===== config.mk =====
export PLATFORM = sky130hd
export DESIGN_NAME = intr_ctrl
export DESIGN_NICKNAME = d
export VERILOG_FILES = /design/src/rtl/intr_ctrl_pkg.sv /design/src/rtl/intr_timer.sv /design/src/rtl/intr_ctrl.sv
export SDC_FILE = /design/constraint.sdc
export NUM_CORES = 1
export LEC_CHECK = 0
export CAP_MARGIN = 5
export CORE_UTILIZATION = 39
export CTS_CLUSTER_SIZE = 28
export DETAILED_ROUTE_END_ITERATION = 8
export PLACE_DENSITY = 0.71
export REMOVE_ABC_BUFFERS = 1
export SYNTH_ARGS = -nofsm -noshare
export SYNTH_HDL_FRONTEND = slang
export SYNTH_SLANG_ARGS = --single-unit

===== constraint.sdc =====
create_clock -name clk -period 1 [get_ports clk]
set_input_delay 0.2 -clock clk [delete_from_list [all_inputs] [get_ports clk]]
set_output_delay 0.2 -clock clk [all_outputs]
set_load 0.05 [all_outputs]

===== src/rtl/intr_ctrl_pkg.sv =====
// Shared types and constants for the interrupt controller (package lib_intr).
// Used by intr_ctrl and by any block that decodes its cause output.
package lib_intr;

  localparam int N_SRC     = 4;
  localparam int TIMER_SRC = 3;

  typedef logic [1:0] cause_t;

  typedef enum logic [1:0] {
    IDLE    = 2'd0,
    REQ     = 2'd1,
    SERVICE = 2'd2
  } state_t;

  // Bit 0 has the highest priority, so scan from the top down and let the
  // lowest set bit win.
  function automatic cause_t lowest_set(input logic [N_SRC-1:0] flags);
    cause_t idx;
    idx = '0;
    for (int i = N_SRC - 1; i >= 0; i--) begin
      if (flags[i]) idx = cause_t'(i);
    end
    return idx;
  endfunction

endpackage


===== src/rtl/intr_timer.sv =====
// Periodic tick source: down-counter from TIMER_PERIOD-1 to 0, one-cycle tick at 0.
// Instantiated by intr_ctrl only when INTR_TIMER_EN is defined.
module intr_timer #(
  parameter logic [15:0] TIMER_PERIOD = 16'd1000
) (
  input  logic clk,
  input  logic reset,
  output logic tick
);

  logic [15:0] count;

  assign tick = (count == 16'd0);

  always_ff @(posedge clk or posedge reset) begin
    if (reset) begin
      count <= TIMER_PERIOD - 16'd1;
    end else if (tick) begin
      count <= TIMER_PERIOD - 16'd1;
    end else begin
      count <= count - 16'd1;
    end
  end

endmodule


===== src/rtl/intr_ctrl.sv =====
// Edge-capturing interrupt controller that injects an icall into the CPU stream.
// Optional macro INTR_TIMER_EN: an internal periodic timer drives source 3.
module intr_ctrl
  import lib_intr::*;
#(
  parameter logic [15:0] TIMER_PERIOD = 16'd1000
) (
  input  logic             clk,
  input  logic             reset,
  input  logic [N_SRC-1:0] irq_in,
  input  logic             intr_en,
  input  logic             icall_taken,
  input  logic             ack,
  output logic             icall_req,
  output cause_t           cause,
  output logic [N_SRC-1:0] pending,
  output logic             busy
);

  if (TIMER_PERIOD < 16'd2) begin : g_period_check
    $error("intr_ctrl: TIMER_PERIOD must be at least 2");
  end

  state_t           state;
  state_t           next_state;
  logic [N_SRC-1:0] irq_prev;
  logic             armed;
  logic [N_SRC-1:0] rise;
  logic [N_SRC-1:0] set_mask;
  logic [N_SRC-1:0] clr_mask;
  logic             load_cause;

  // armed stays low for the first edge after reset so a line already high at
  // reset release is absorbed into irq_prev instead of reading as a rising edge.
  assign rise = armed ? (irq_in & ~irq_prev) : '0;

`ifdef INTR_TIMER_EN
  logic timer_tick;

  intr_timer #(
    .TIMER_PERIOD (TIMER_PERIOD)
  ) u_timer (
    .clk   (clk),
    .reset (reset),
    .tick  (timer_tick)
  );

  always_comb begin
    set_mask            = rise;
    set_mask[TIMER_SRC] = timer_tick;
  end
`else
  assign set_mask = rise;
`endif

  always_comb begin
    // NOTE: every output of this block gets a default first, so no path can leave it unassigned and infer a latch.
    next_state = state;
    load_cause = 1'b0;
    clr_mask   = '0;
    case (state)
      IDLE: begin
        if ((|pending) && intr_en) begin
          next_state = REQ;
          load_cause = 1'b1;
        end
      end
      REQ: begin
        if (icall_taken) begin
          next_state      = SERVICE;
          clr_mask[cause] = 1'b1;
        end else if (!intr_en) begin
          next_state = IDLE;
        end
      end
      SERVICE: begin
        if (ack) next_state = IDLE;
      end
      default: next_state = IDLE;
    endcase
  end

  // NOTE: state registers use non-blocking assignments so every flop samples pre-edge values regardless of statement order.
  always_ff @(posedge clk or posedge reset) begin
    if (reset) begin
      state     <= IDLE;
      icall_req <= 1'b0;
      cause     <= '0;
      pending   <= '0;
      irq_prev  <= '0;
      armed     <= 1'b0;
    end else begin
      state     <= next_state;
      icall_req <= (next_state == REQ);
      irq_prev  <= irq_in;
      armed     <= 1'b1;
      // Set wins over clear so an edge landing in the icall_taken cycle is kept.
      pending   <= (pending & ~clr_mask) | set_mask;
      if (load_cause) cause <= lowest_set(pending);
    end
  end

  assign busy = (state != IDLE);

endmodule


Word level (Yosys, flattened, before mapping) --
Cells that the tools add are included.
Operators by class: order comparisons 2, equal/unequal tests 3, muxes and demuxes 16, bitwise operators 5, reductions and logical operators 5
Operators by type and width (number):
- 2-bit 2-to-1 mux | 8
- 4-bit 2-to-1 mux | 3
- 4-bit bitwise AND | 2
- 4-bit NOT | 2
- 2-bit one-hot mux with 3 select lines | 1
- 2-bit by 1-bit == test with 1-bit output (second input constant) | 2
- 4-bit bitwise OR | 1
- 4-bit OR reduction | 1
- 2-bit by 3-bit less-than comparator with 1-bit output (second input constant) | 1
- 1-bit 2-to-1 mux | 3
- 1-bit demux with 2-bit select | 1
- 2-bit == test (second input constant) | 1
- 2-bit by 1-bit >= comparator with 1-bit output (second input constant) | 1
- 1-bit logical AND | 2
- 2-bit logical NOT | 1
- 2-bit nonzero test | 1
Word-level totals: bits in registers 14, word-level logic and storage cells 37

Logic depth before layout (Yosys ltp) --
Gate-level depths: netlist of run 1.
depth in word-level cells 9, gate-level depth with buffers 3, gate-level depth less buffers 3

Worst setup path after synthesis of run 1 --
Ideal clock, no wire load.
path kind reg2reg, from reg cause[1], to reg pending[2], setup time 0.134 ns, data arrival time 1.164 ns, data required time 0.866 ns, slack -0.298 ns, stages on the path, launching flop included 4, buffers on the path 0, clock period less this slack 1.298 ns, path through dfrtp_1 -> inv_1 -> o41ai_1 -> o21ai_1
Between the ends: cells in the longest elaborated chain, start to end 9
RTL lines:
- from (decl) | RTL line intr_ctrl.sv:15 | output cause_t cause,
- from (signal assigned) | RTL line intr_ctrl.sv:99 | if (load_cause) cause <= lowest_set(pending);
- 2-bit by 3-bit less-than comparator with 1-bit output (not written as such) or 2-bit by 1-bit >= comparator with 1-bit output (tied branches) | RTL line intr_ctrl.sv:71 | clr_mask[cause] = 1'b1;
- 1-bit logical AND (not written as such) | RTL line intr_ctrl.sv:71
- 1-bit 2-to-1 mux (not written as such) | RTL line intr_ctrl.sv:71
- 1-bit demux with 2-bit select * | RTL line intr_ctrl.sv:71
- 4-bit 2-to-1 mux * | RTL line intr_ctrl.sv:69 | if (icall_taken) begin
- 4-bit 2-to-1 mux * | RTL line intr_ctrl.sv:61 | case (state)
- 4-bit NOT * | RTL line intr_ctrl.sv:98 | pending <= (pending & ~clr_mask) | set_mask;
- 4-bit bitwise AND * | RTL line intr_ctrl.sv:98
- 4-bit bitwise OR * | RTL line intr_ctrl.sv:98
- to (signal assigned) | RTL line intr_ctrl.sv:98
- to (decl) | RTL line intr_ctrl.sv:16 | output logic [N_SRC-1:0] pending,
Mark *: on every way between the ends. The rest lies on a longest branch, timed or not. A chain may end at the register's enable or synchronous reset.

Worst setup path in the final report of run 1 --
from reg state[1], to reg cause[1]
Between the ends: cells in the longest elaborated chain, start to end 2
RTL lines:
- from (decl) | RTL line intr_ctrl.sv:24 | state_t state;
- from (signal assigned) | RTL line intr_ctrl.sv:93 | state <= next_state;
- 2-bit logical NOT | RTL line intr_ctrl.sv:61
- 1-bit 2-to-1 mux | RTL line intr_ctrl.sv:61
No other way between the ends.

==> impl_metrics.py, run 1 <==
metrics = {
    "run_status": {
        "outcome": "complete, but fails checks",
        "violations": "setup timing",
    },
    "synth": {
        "netlist_area_um2": 554,
        "synth_top_area_cell": "dfrtp_1",
        "synth_edf_count": 0,
        "synthCells": 47,
        "synth_seq_cells": 14,
        "synth_area_leaders": "dfrtp_1 (63%), nand3b_1 (6.8%), a21oi_1 (3.6%)",
        "synth_most_common_cell": "dfrtp_1",
        "ys_seq_area_share_pct": 63.2,
        "synth_warnings": 0,
        "yosys.area.top_type_share_pct": 63.2,
        "synth_common_cells": "dfrtp_1 (14), nand3b_1 (5), a21oi_1 (4), nand2_1 (4)",
        "yosysUniqueCellTypes": 19,
        "syn_area_per_cell_um2": 11.8,
        "ys_async_sr_fraction_pct": 100,
        "synthFlopType": "dfrtp_1",
    },
    "final_layout": {
        "antennaDiodeCount": 0,
        "layout-drive-gt1-share_pct": 50.0,
        "synthToLayoutAreaGrowth_pct": 90.1,
        "nNetsFinal": 97,
        "fill_cells": 80,
    },
    "sta": {
        "fmax_mhz": 771,
        "period_minus_slack_ps": 1300,
        "clock_skew_ps": 2.11,
        "finalCritPeriodShare_pct": 130,
        "slew_violations": 0,
        "worst_slack_ps": -296,
        "finalHoldViolations": 0,
        "finalSetupViolCount": 17,
        "rsz0062_at_grt": "true",
    },
    "die": {
        "fp.dieH_um": 39.7,
        "die_area_mm2": 0.00158,
        "row_count": 13,
        "coreArea_mm2": 0.00132,
        "dieWidth_um": 39.7,
        "start_util_pct": 42.1,
        "ios": 17,
    },
    "route": {
        "drtAntennaViolNets": 0,
        "drt-total-wl_um": 1520,
        "drcViolationCount": 0,
        "vias": 523,
        "routed_via_density": 5.18,
        "firstDrtPassIters": 2,
        "wl_per_cell_um": 15.1,
        "initialDrtViolationCount": 5,
    },
    "global_route": {
        "first_global_vias": 534,
        "overflow": 0,
        "grt_max_degree": 15,
        "antenna_found_initial": 0,
        "grt_util_all_layers_pct": 22.1,
        "grt_pass1_wl_um": 2190,
    },
    "hold_path": {
        "hold_path.class": "input pin to asynchronous set/reset pin",
    },
    "clock_tree": {
        "cts_hold_buf": 0,
        "cts_sinks": 14,
        "clockRootBuffer": "clkbuf_4",
        "cts.htree.levels": 1,
        "numCtsBuffers": 3,
        "cts_tree": "yes",
        "cts.clk_slew.worst_paths_ps": 80,
        "clockBufferDepth": 2,
        "clk_latency_ps": 270,
    },
    "placed_design": {
        "place_ws_ps": -290,
        "hpwl_um": 868,
        "io_buffers": 16,
        "place.gp.congestion": 0.771,
    },
    "critical_path": {
        "arrival_ps": 1450,
        "path_delay_family": "simple AND/OR/NAND/NOR gates",
        "critPathKind": "register to register",
        "setup.worst_path.start_class": "register",
        "crit_slowest_cell": "dfrtp_1",
        "cp_max_fo": 5,
        "cpMostUsedCell": "buf_6",
        "path_cells": "buf_6 -> buf_6 -> nor3b_4 -> nor2b_2 -> a21oi_1",
        "r2r_setup_slack_ps": -300,
        "cp_slowest_stage_delay_ps": 400,
        "critical_path_required_ps": 1160,
        "cp-end-kind": "register",
        "worst-path-buf-inv": 2,
    },
    "pwr": {
        "leakagePower_nw": 0.478,
        "powerDensity_mw_per_mm2": 2720,
        "comb_power_share_pct": 60.7,
        "vdd_drop_max_uv": 1640,
        "p_clk_share_pct": 10.6,
        "intPower_mw": 1.75,
        "total_power_mw": 2.87,
        "seqPwrFrac_pct": 28.7,
        "p_switching_mw": 1.12,
        "netSwitchingFraction_pct": 39.0,
    },
    "flow_run": {
        "cap_violations": 0,
    },
}
-- worst register-to-register path, delay by kind of cell, from the launching register on --
family,cells,cell delay (ps)
flip-flops,1,400
AND/OR/NAND/NOR,2,500
buffers and inverters,2,230
AO/OA/AOI/OAI,1,50
-- layout by cell type, fill, tap and decap left out --
master | netlist | layout
clkdlybuf4s50_1 | 0 | 8
dfrtp_1 | 14 | 11
a21oi_2 | 0 | 1
nor3b_4 | 1 | 1
a21oi_1 | 4 | 3
buf_6 | 0 | 8
nand2_1 | 4 | 4
nand2b_1 | 1 | 1
nor2b_2 | 0 | 1
buf_12 | 0 | 7
o21ai_1 | 2 | 3
clkbuf_4 | 0 | 3
nor2_1 | 1 | 1
nor3_1 | 2 | 2
o22ai_2 | 0 | 1
o21ai_2 | 0 | 1
buf_8 | 0 | 1
nand2_4 | 0 | 1
nand4b_1 | 1 | 1
inv_1 | 2 | 2
conb_1 | 1 | 1
buf_4 | 0 | 12
o41ai_2 | 0 | 2
nand3b_1 | 5 | 5
dfrtp_2 | 0 | 3
or2_4 | 0 | 1
o211a_1 | 1 | 1
-- layer usage --
layer	share of wire (%)	up-vias	global-route usage, %	wire length (um)
met1	44	251	23.3	676
met2	48	21	35.7	734
met3	4.1	6	6.25	62
li1	-	245	-	-
met4	3.3	0	19.0	51
met5	0	-	0	0
-- layout make-up --
class | instances | area [um2] | area share [%]
Clock buffer | 3 | 22.5 | 2.14
Inverter | 2 | 7.51 | 0.713
Multi-Input combinational cell | 31 | 235 | 22.3
Sequential cell | 14 | 354 | 33.6
Tap cell | 15 | 18.8 | 1.78
Timing Repair Buffer | 36 | 415 | 39.4
-- power by group through the flow --
| stage | sequential, mW | clock, mW | combinational [mW] |
|---|---|---|---|
| floorplan | 1.21 | 0 | 0.220 |
| CTS | 0.820 | 0.315 | 1.69 |
| detailed placement | 0.892 | 0 | 1.31 |
| finish | 0.823 | 0.305 | 1.74 |
| global placement | 0.893 | 0 | 1.30 |
| global route | 0.835 | 0.327 | 1.83 |
-- worst paths after layout --
kind                             start          end  cells past startpoint
max in group asynchronous        reset   pending[3]                      3
min                              reset     state[1]                      3
min in group clk             irq_in[0]  irq_prev[0]                      1
max reg2reg                   state[1]     cause[1]                      5
max                           state[1]     cause[1]                      5
min reg2reg                irq_prev[2]   pending[2]                      1
-- cell families after synthesis --
family / synth area share, %
flops: 63.2
buf+inv: 1.35
other cells: 0.677
compound gates: 13.3
simple gates: 21.4
-- what timing repair did --
| item | in CTS | in global routing |
|---|---|---|
| buffers inserted | 10 | 1 |
| resized for setup | 19 | 5 |
| endpoints found under the setup margin | 17 | 17 |
| pin swaps | 6 | 4 |
| hold endpoints to repair | 0 | 0 |
-- through the flow --
step	hold slack, ps	utilization, %	setup TNS [ps]	cell area, um2	instances
finish	242	80.0	-2390	1050	101
global route	298	80.0	-2980	1050	101
CTS	237	78.9	-2160	1040	101
detailed placement	423	66.5	-2130	876	88
global placement	404	66.5	-2090	876	88
floorplan	89.2	-	-1170	554	47
-- registers in the layout, summed over array words and instances, names as in the netlist --
name and count:
irq_prev 4, pending 4, cause 2, state 2, armed 1, icall_req 1
Note: power is estimated with default switching activity, not from simulation.
==> run 2, diff against run 1 <==
--- a/config.mk
+++ b/config.mk
@@ -11,6 +11,7 @@
 export DETAILED_ROUTE_END_ITERATION = 8
 export PLACE_DENSITY = 0.71
 export REMOVE_ABC_BUFFERS = 1
+export SKIP_LAST_GASP = 1
 export SYNTH_ARGS = -nofsm -noshare
 export SYNTH_HDL_FRONTEND = slang
 export SYNTH_SLANG_ARGS = --single-unit
==> results of run 2 <==
Final layout, timing and power as in run 1 (identical DEF).
